<file path="config.mk">
export PLATFORM = sky130hd
export DESIGN_NAME = conv7x7_sched
export DESIGN_NICKNAME = d
export VERILOG_FILES = /design/src/rtl/conv_pkg.sv /design/src/rtl/conv7x7_pos_cnt.sv /design/src/rtl/conv7x7_sched.sv
export SDC_FILE = /design/constraint.sdc
export NUM_CORES = 1
export LEC_CHECK = 0
export ABC_AREA = 1
export BUFFER_PORTS_ARGS = -buffer_cell sky130_fd_sc_hd__buf_2
export CAP_MARGIN = 20
export CORE_AREA = 2 2 202 204
export DETAILED_ROUTE_END_ITERATION = 7
export DIE_AREA = 0 0 204 206
export PLACE_DENSITY = 0.6
export SYNTH_ARGS = -nofsm -noshare
export SYNTH_HDL_FRONTEND = slang
export SYNTH_SLANG_ARGS = --single-unit
</file>
<file path="constraint.sdc">
create_clock -name i_sclk -period 11.1 [get_ports i_sclk]
set_input_delay 2.22 -clock i_sclk [delete_from_list [all_inputs] [get_ports i_sclk]]
set_output_delay 2.22 -clock i_sclk [all_outputs]
set_load 0.01 [all_outputs]
</file>
<file path="src/rtl/conv_pkg.sv">
// Shared definitions for the 7x7 convolution scheduler: state encoding,
// default widths and the engine latency seen by the scheduler.
package conv_pkg;

  localparam int unsigned W_DIM_DEF  = 10;
  localparam int unsigned W_CH_DEF   = 8;
  localparam int unsigned W_BEAT_DEF = 28;
  localparam int unsigned CONV_LAT   = 4;

  // S_SETUP is the one-cycle slot in which the beat total is multiplied out.
  typedef enum logic [2:0] {
    S_IDLE,
    S_SETUP,
    S_RUN,
    S_DRAIN,
    S_DONE
  } state_e;

endpackage

</file>
<file path="src/rtl/conv7x7_pos_cnt.sv">
// Nested channel/column/row position counter for the scheduler; channel is
// innermost. Flags describe the beat currently held in the counters.
module conv7x7_pos_cnt #(
  parameter int unsigned W_DIM = 10,
  parameter int unsigned W_CH  = 8
) (
  input  logic             clk_i,
  input  logic             rst_ni,
  input  logic             clr_i,
  input  logic             en_i,
  input  logic [W_DIM-1:0] w_i,
  input  logic [W_DIM-1:0] h_i,
  input  logic [W_CH-1:0]  cin_i,
  output logic [W_CH-1:0]  ch_o,
  output logic             last_o,
  output logic             row_first_o,
  output logic             frame_first_o
);

  localparam logic [W_DIM-1:0] ONE_D = W_DIM'(1);
  localparam logic [W_CH-1:0]  ONE_C = W_CH'(1);

  logic [W_CH-1:0]  ch_q, ch_d;
  logic [W_DIM-1:0] col_q, col_d;
  logic [W_DIM-1:0] row_q, row_d;
  logic             ch_wrap, col_wrap, row_wrap;

  always_comb begin
    ch_wrap  = (ch_q == cin_i - ONE_C);
    col_wrap = (col_q == w_i - ONE_D);
    row_wrap = (row_q == h_i - ONE_D);
    ch_d     = ch_q;
    col_d    = col_q;
    row_d    = row_q;
    if (clr_i) begin
      ch_d  = '0;
      col_d = '0;
      row_d = '0;
    end else if (en_i) begin
      if (ch_wrap) begin
        ch_d = '0;
        if (col_wrap) begin
          col_d = '0;
          row_d = row_wrap ? '0 : row_q + ONE_D;
        end else begin
          col_d = col_q + ONE_D;
        end
      end else begin
        ch_d = ch_q + ONE_C;
      end
    end
  end

  always_ff @(posedge clk_i or negedge rst_ni) begin
    if (!rst_ni) begin
      ch_q  <= '0;
      col_q <= '0;
      row_q <= '0;
    end else begin
      ch_q  <= ch_d;
      col_q <= col_d;
      row_q <= row_d;
    end
  end

  assign ch_o          = ch_q;
  assign last_o        = ch_wrap & col_wrap & row_wrap;
  assign row_first_o   = (col_q == '0) & (ch_q == '0);
  assign frame_first_o = (row_q == '0) & (col_q == '0) & (ch_q == '0);

endmodule

</file>
<file path="src/rtl/conv7x7_sched.sv">
// Frame scheduler for the 7x7 convolution engine: accepts one window per
// beat, drives engine sideband and weight address, counts results to done.
module conv7x7_sched
  import conv_pkg::*;
#(
  parameter int unsigned W_DIM  = W_DIM_DEF,
  parameter int unsigned W_CH   = W_CH_DEF,
  parameter int unsigned W_BEAT = W_BEAT_DEF
) (
  input  logic             i_sclk,
  input  logic             i_rst_n,
  input  logic             i_start,
  input  logic [W_DIM-1:0] i_img_w,
  input  logic [W_DIM-1:0] i_img_h,
  input  logic [W_CH-1:0]  i_cin,
  input  logic             i_win_vld,
  output logic             o_win_rdy,
  output logic [W_CH-1:0]  o_waddr,
  output logic             o_vsync,
  output logic             o_hsync,
  output logic             o_reuse,
  output logic             o_valid,
  input  logic             i_res_valid,
  output logic             o_busy,
  output logic             o_done
);

  state_e            state_q;
  logic [W_DIM-1:0]  w_q, h_q;
  logic [W_CH-1:0]   cin_q;
  logic              empty_q;
  logic [W_BEAT-1:0] tot_q, res_cnt_q, res_cnt_d;
  logic              valid_q, vsync_q, hsync_q, reuse_q;
  logic              accept, cnt_clr, cfg_zero, res_inc;
  logic              last_beat, row_first, frame_first;
  logic [W_CH-1:0]   ch;

  assign o_win_rdy = (state_q == S_RUN);
  assign accept    = o_win_rdy & i_win_vld;
  assign cnt_clr   = (state_q == S_IDLE) & i_start;
  assign cfg_zero  = (i_img_w == '0) | (i_img_h == '0) | (i_cin == '0);

  // Saturating result count; the DRAIN exit looks at the next value so a
  // result arriving this cycle is already included.
  always_comb begin
    res_inc   = ((state_q == S_RUN) || (state_q == S_DRAIN)) && i_res_valid
                && (res_cnt_q != tot_q);
    res_cnt_d = res_cnt_q + W_BEAT'(res_inc);
  end

  conv7x7_pos_cnt #(
    .W_DIM (W_DIM),
    .W_CH  (W_CH)
  ) u_pos_cnt (
    .clk_i         (i_sclk),
    .rst_ni        (i_rst_n),
    .clr_i         (cnt_clr),
    .en_i          (accept),
    .w_i           (w_q),
    .h_i           (h_q),
    .cin_i         (cin_q),
    .ch_o          (ch),
    .last_o        (last_beat),
    .row_first_o   (row_first),
    .frame_first_o (frame_first)
  );

  always_ff @(posedge i_sclk or negedge i_rst_n) begin
    if (!i_rst_n) begin
      state_q   <= S_IDLE;
      w_q       <= '0;
      h_q       <= '0;
      cin_q     <= '0;
      empty_q   <= 1'b0;
      tot_q     <= '0;
      res_cnt_q <= '0;
      valid_q   <= 1'b0;
      vsync_q   <= 1'b0;
      hsync_q   <= 1'b0;
      reuse_q   <= 1'b0;
    end else begin
      valid_q   <= accept;
      vsync_q   <= accept & frame_first;
      hsync_q   <= accept & row_first;
      reuse_q   <= accept & (ch != '0);
      res_cnt_q <= res_cnt_d;
      case (state_q)
        S_IDLE: begin
          if (i_start) begin
            w_q       <= i_img_w;
            h_q       <= i_img_h;
            cin_q     <= i_cin;
            empty_q   <= cfg_zero;
            res_cnt_q <= '0;
            state_q   <= S_SETUP;
          end
        end
        S_SETUP: begin
          tot_q   <= W_BEAT'(w_q) * W_BEAT'(h_q) * W_BEAT'(cin_q);
          state_q <= empty_q ? S_DONE : S_RUN;
        end
        S_RUN: begin
          if (accept && last_beat) state_q <= S_DRAIN;
        end
        S_DRAIN: begin
          if (res_cnt_d == tot_q) state_q <= S_DONE;
        end
        S_DONE:  state_q <= S_IDLE;
        default: state_q <= S_IDLE;
      endcase
    end
  end

  assign o_waddr = (state_q == S_IDLE) ? '0 : ch;
  assign o_valid = valid_q;
  assign o_vsync = vsync_q;
  assign o_hsync = hsync_q;
  assign o_reuse = reuse_q;
  assign o_done  = (state_q == S_DONE);
  assign o_busy  = (state_q == S_RUN) || (state_q == S_DRAIN)
                   || (((state_q == S_SETUP) || (state_q == S_DONE)) && !empty_q);

endmodule

</file>
==> impl_metrics.env <==
export IMPL_outcome="complete, no violations"
export IMPL_start_util=0.392
export IMPL_min_path_type="reg2reg"
export IMPL_fin_worst_skew_ps=16.3
export IMPL_critical_path_class="reg2reg"
export IMPL_nets=2423
export IMPL_synth_cell_types=55
export IMPL_totalWireLength_um=39200
export IMPL_area_growth_pct=8.36
export IMPL_fillers=4057
export IMPL_vias=13230
export IMPL_period_minus_slack_ps=9080
export IMPL_ios=48
export IMPL_dp_worst_setup_slack_ps=2020
export IMPL_cts_tree="done"
export IMPL_synth_edff_count=0
export IMPL_clock_sink_count=120
export IMPL_ctsHoldBuffers=0
export IMPL_cts_resized=0
export IMPL_grt_max_degree=76
export IMPL_crit_path_frequent_cell="fa_1"
export IMPL_worstSetupEndpointType="register"
export IMPL_ys_ff_latch=120
export IMPL_synthArstFlopShare=1.00
export IMPL_avgSynthCellArea_um2=7.50
export IMPL_routed_via_density=4.99
export IMPL_gr_total_overflow=0
export IMPL_worst_pin_slew_ps=917
export IMPL_hpwlAfterDp_um=32400
export IMPL_gp_congestion=0.872
export IMPL_clkTransAtPathRegs_ps=60
export IMPL_drc=0
export IMPL_track_usage=0.195
export IMPL_h_tree_depth=4
export IMPL_cp_max_fo=15
export IMPL_slowest_stage="dfrtp_1"
export IMPL_worst_slack_ps=2020
export IMPL_grt_pass1_wl_um=65700
export IMPL_setup_viol=0
export IMPL_drt_iter0_drc=895
export IMPL_core_rowCount=74
export IMPL_synthFlopType="dfrtp_1"
export IMPL_cp_start_kind="register"
export IMPL_port_buffers=47
export IMPL_design_die_area_um2=42000
export IMPL_drive_gt1_frac=0.0637
export IMPL_first_pass_iters=8
export IMPL_worstPathArrival_ps=9400
export IMPL_final_instance_count_excl_fill=2651
export IMPL_seq_area_frac_synth=0.191
export IMPL_num_antenna_cells=0
export IMPL_grt_busiest_layer="met2"
export IMPL_crit_required_ps=11420
export IMPL_final_common_cell="nand2_1"
export IMPL_mostFrequentLayoutCells="467 x nand2_1, 390 x inv_1, 242 x nor2_1, 170 x fa_1, 120 x dfrtp_1"
export IMPL_fin_util=0.425
export IMPL_multi_input_area_um2=11000
export IMPL_slew_headroom=0.389
export IMPL_setup_tns_ps=0
export IMPL_antenna_found_initial=0
export IMPL_fin_crit_sh=0.818
export IMPL_syn_inst=2098
export IMPL_slowest_delay_ps=670
export IMPL_syn_num_nets=2415
export IMPL_grt_pass1_vias=13277
export IMPL_hold_violations=0
export IMPL_clock_path_buffers=2
export IMPL_ant_nets=0
export IMPL_place_inst=2618
export IMPL_grt_use_met3=0.0216
export IMPL_grt_use_met1=0.258
export IMPL_fmax_mhz=110
export IMPL_wl_per_cell_um=14.8
export IMPL_grt_util_met2=0.330
export IMPL_maxCapViolCount=0
export IMPL_clock_latency_ps=440
export IMPL_die_w_um=204
export IMPL_post_cts_buffers=0
export IMPL_yosysWarnings=0
export IMPL_cts_root_buf="clkbuf_16"
export IMPL_syn_cell_area_um2=15700
export IMPL_regArea_um2=3000
export IMPL_cts_buffers=17
export IMPL_slew_viol_final=0
export IMPL_die_y_um=206
export IMPL_rsz0062_at_grt="false"
export IMPL_core_area_um2=40200
==> worst paths after layout <==
kind / start / cells past startpoint / slack [ps] / end
setup / recovery: w_q[6] / 35 / 2020 / tot_q[25]
hold / removal: tot_q[23] / 2 / 500 / tot_q[23]
setup reg to reg: w_q[6] / 35 / 2020 / tot_q[25]
hold reg to reg: tot_q[23] / 2 / 500 / tot_q[23]
max in group asynchronous: i_rst_n / 2 / 7900 / w_q[8]
min in group asynchronous: i_rst_n / 1 / 1810 / res_cnt_q[17]
==> Yosys cell counts (all sizes together), types with 2 or more instances <==
library cell	instances	area share
nand2	473	0.11
inv	396	0.094
nor2	257	0.067
fa	170	0.22
dfrtp	120	0.19
ha	114	0.091
nand3	99	0.033
xor2	96	0.053
o21ai	86	0.028
clkbuf	52	0.012
a21oi	51	0.016
xnor2	42	0.024
nand4	21	0.0083
nor3	20	0.0064
or2	20	0.0079
nor4	18	0.0072
buf	10	0.0045
o22ai	8	0.0032
nand3b	7	0.0033
o21bai	5	0.0026
a211oi	4	0.0019
a21boi	4	0.0019
a31oi	4	0.0016
and3	4	0.0016
a21o	3	0.0014
o211ai	2	0.00095
o31ai	2	0.00095
==> routing by layer <==
metal | wire, µm | vias up
li1 | - | 6454
met1 | 17900 | 6421
met2 | 18700 | 289
met3 | 1450 | 66
met4 | 1090 | 0
met5 | 0 | -
==> registers in the layout (all words and copies together) (netlist names) <==
name	count
empty_q	1
u_pos_cnt.ch_o	8
h_q	10
w_q	10
state_q	3
o_valid	1
o_hsync	1
o_reuse	1
o_vsync	1
cin_q	8
u_pos_cnt.row_q	10
tot_q	28
res_cnt_q	28
u_pos_cnt.col_q	10
==> logic make-up (layout without fill, tap and decap cells) <==
family,after synthesis,count (layout),synth area share
compound gates,175,175,0.0618
xor+xnor,139,139,0.0787
fa+ha+maj,284,284,0.307
buf+inv,458,479,0.111
flops,120,120,0.191
simple gates,922,922,0.251
==> area by class of cell <==
type / count / share of cell area
clock buffer: 18 / 0.0252
clock inverter: 14 / 0.0117
inverter: 396 / 0.0871
multi-input combinational: 1520 / 0.644
sequential: 120 / 0.176
tap: 532 / 0.0390
timing repair buffer: 51 / 0.0169
==> stage by stage <==
stage,cell area (µm²),hold slack (ps)
after global placement,16400,492
after global routing,17100,526
final,17100,497
after CTS,17000,505
after floorplan,15700,468
after detailed placement,16400,488
==> critical path, delay by kind of cell, from the launching register on <==
kind | cells | cell delay, ps
xor gates and xnor gates | 1 | 610
adders and majority gates | 11 | 5150
and+or+nand+nor | 9 | 1090
AOI/OAI and AO/OA | 6 | 1020
buffers and inverters | 8 | 400
DFF | 1 | 670
Power is left out: the tool's default activity adds up to more than one toggle a clock period on the data nets, which glitch-free logic cannot reach.
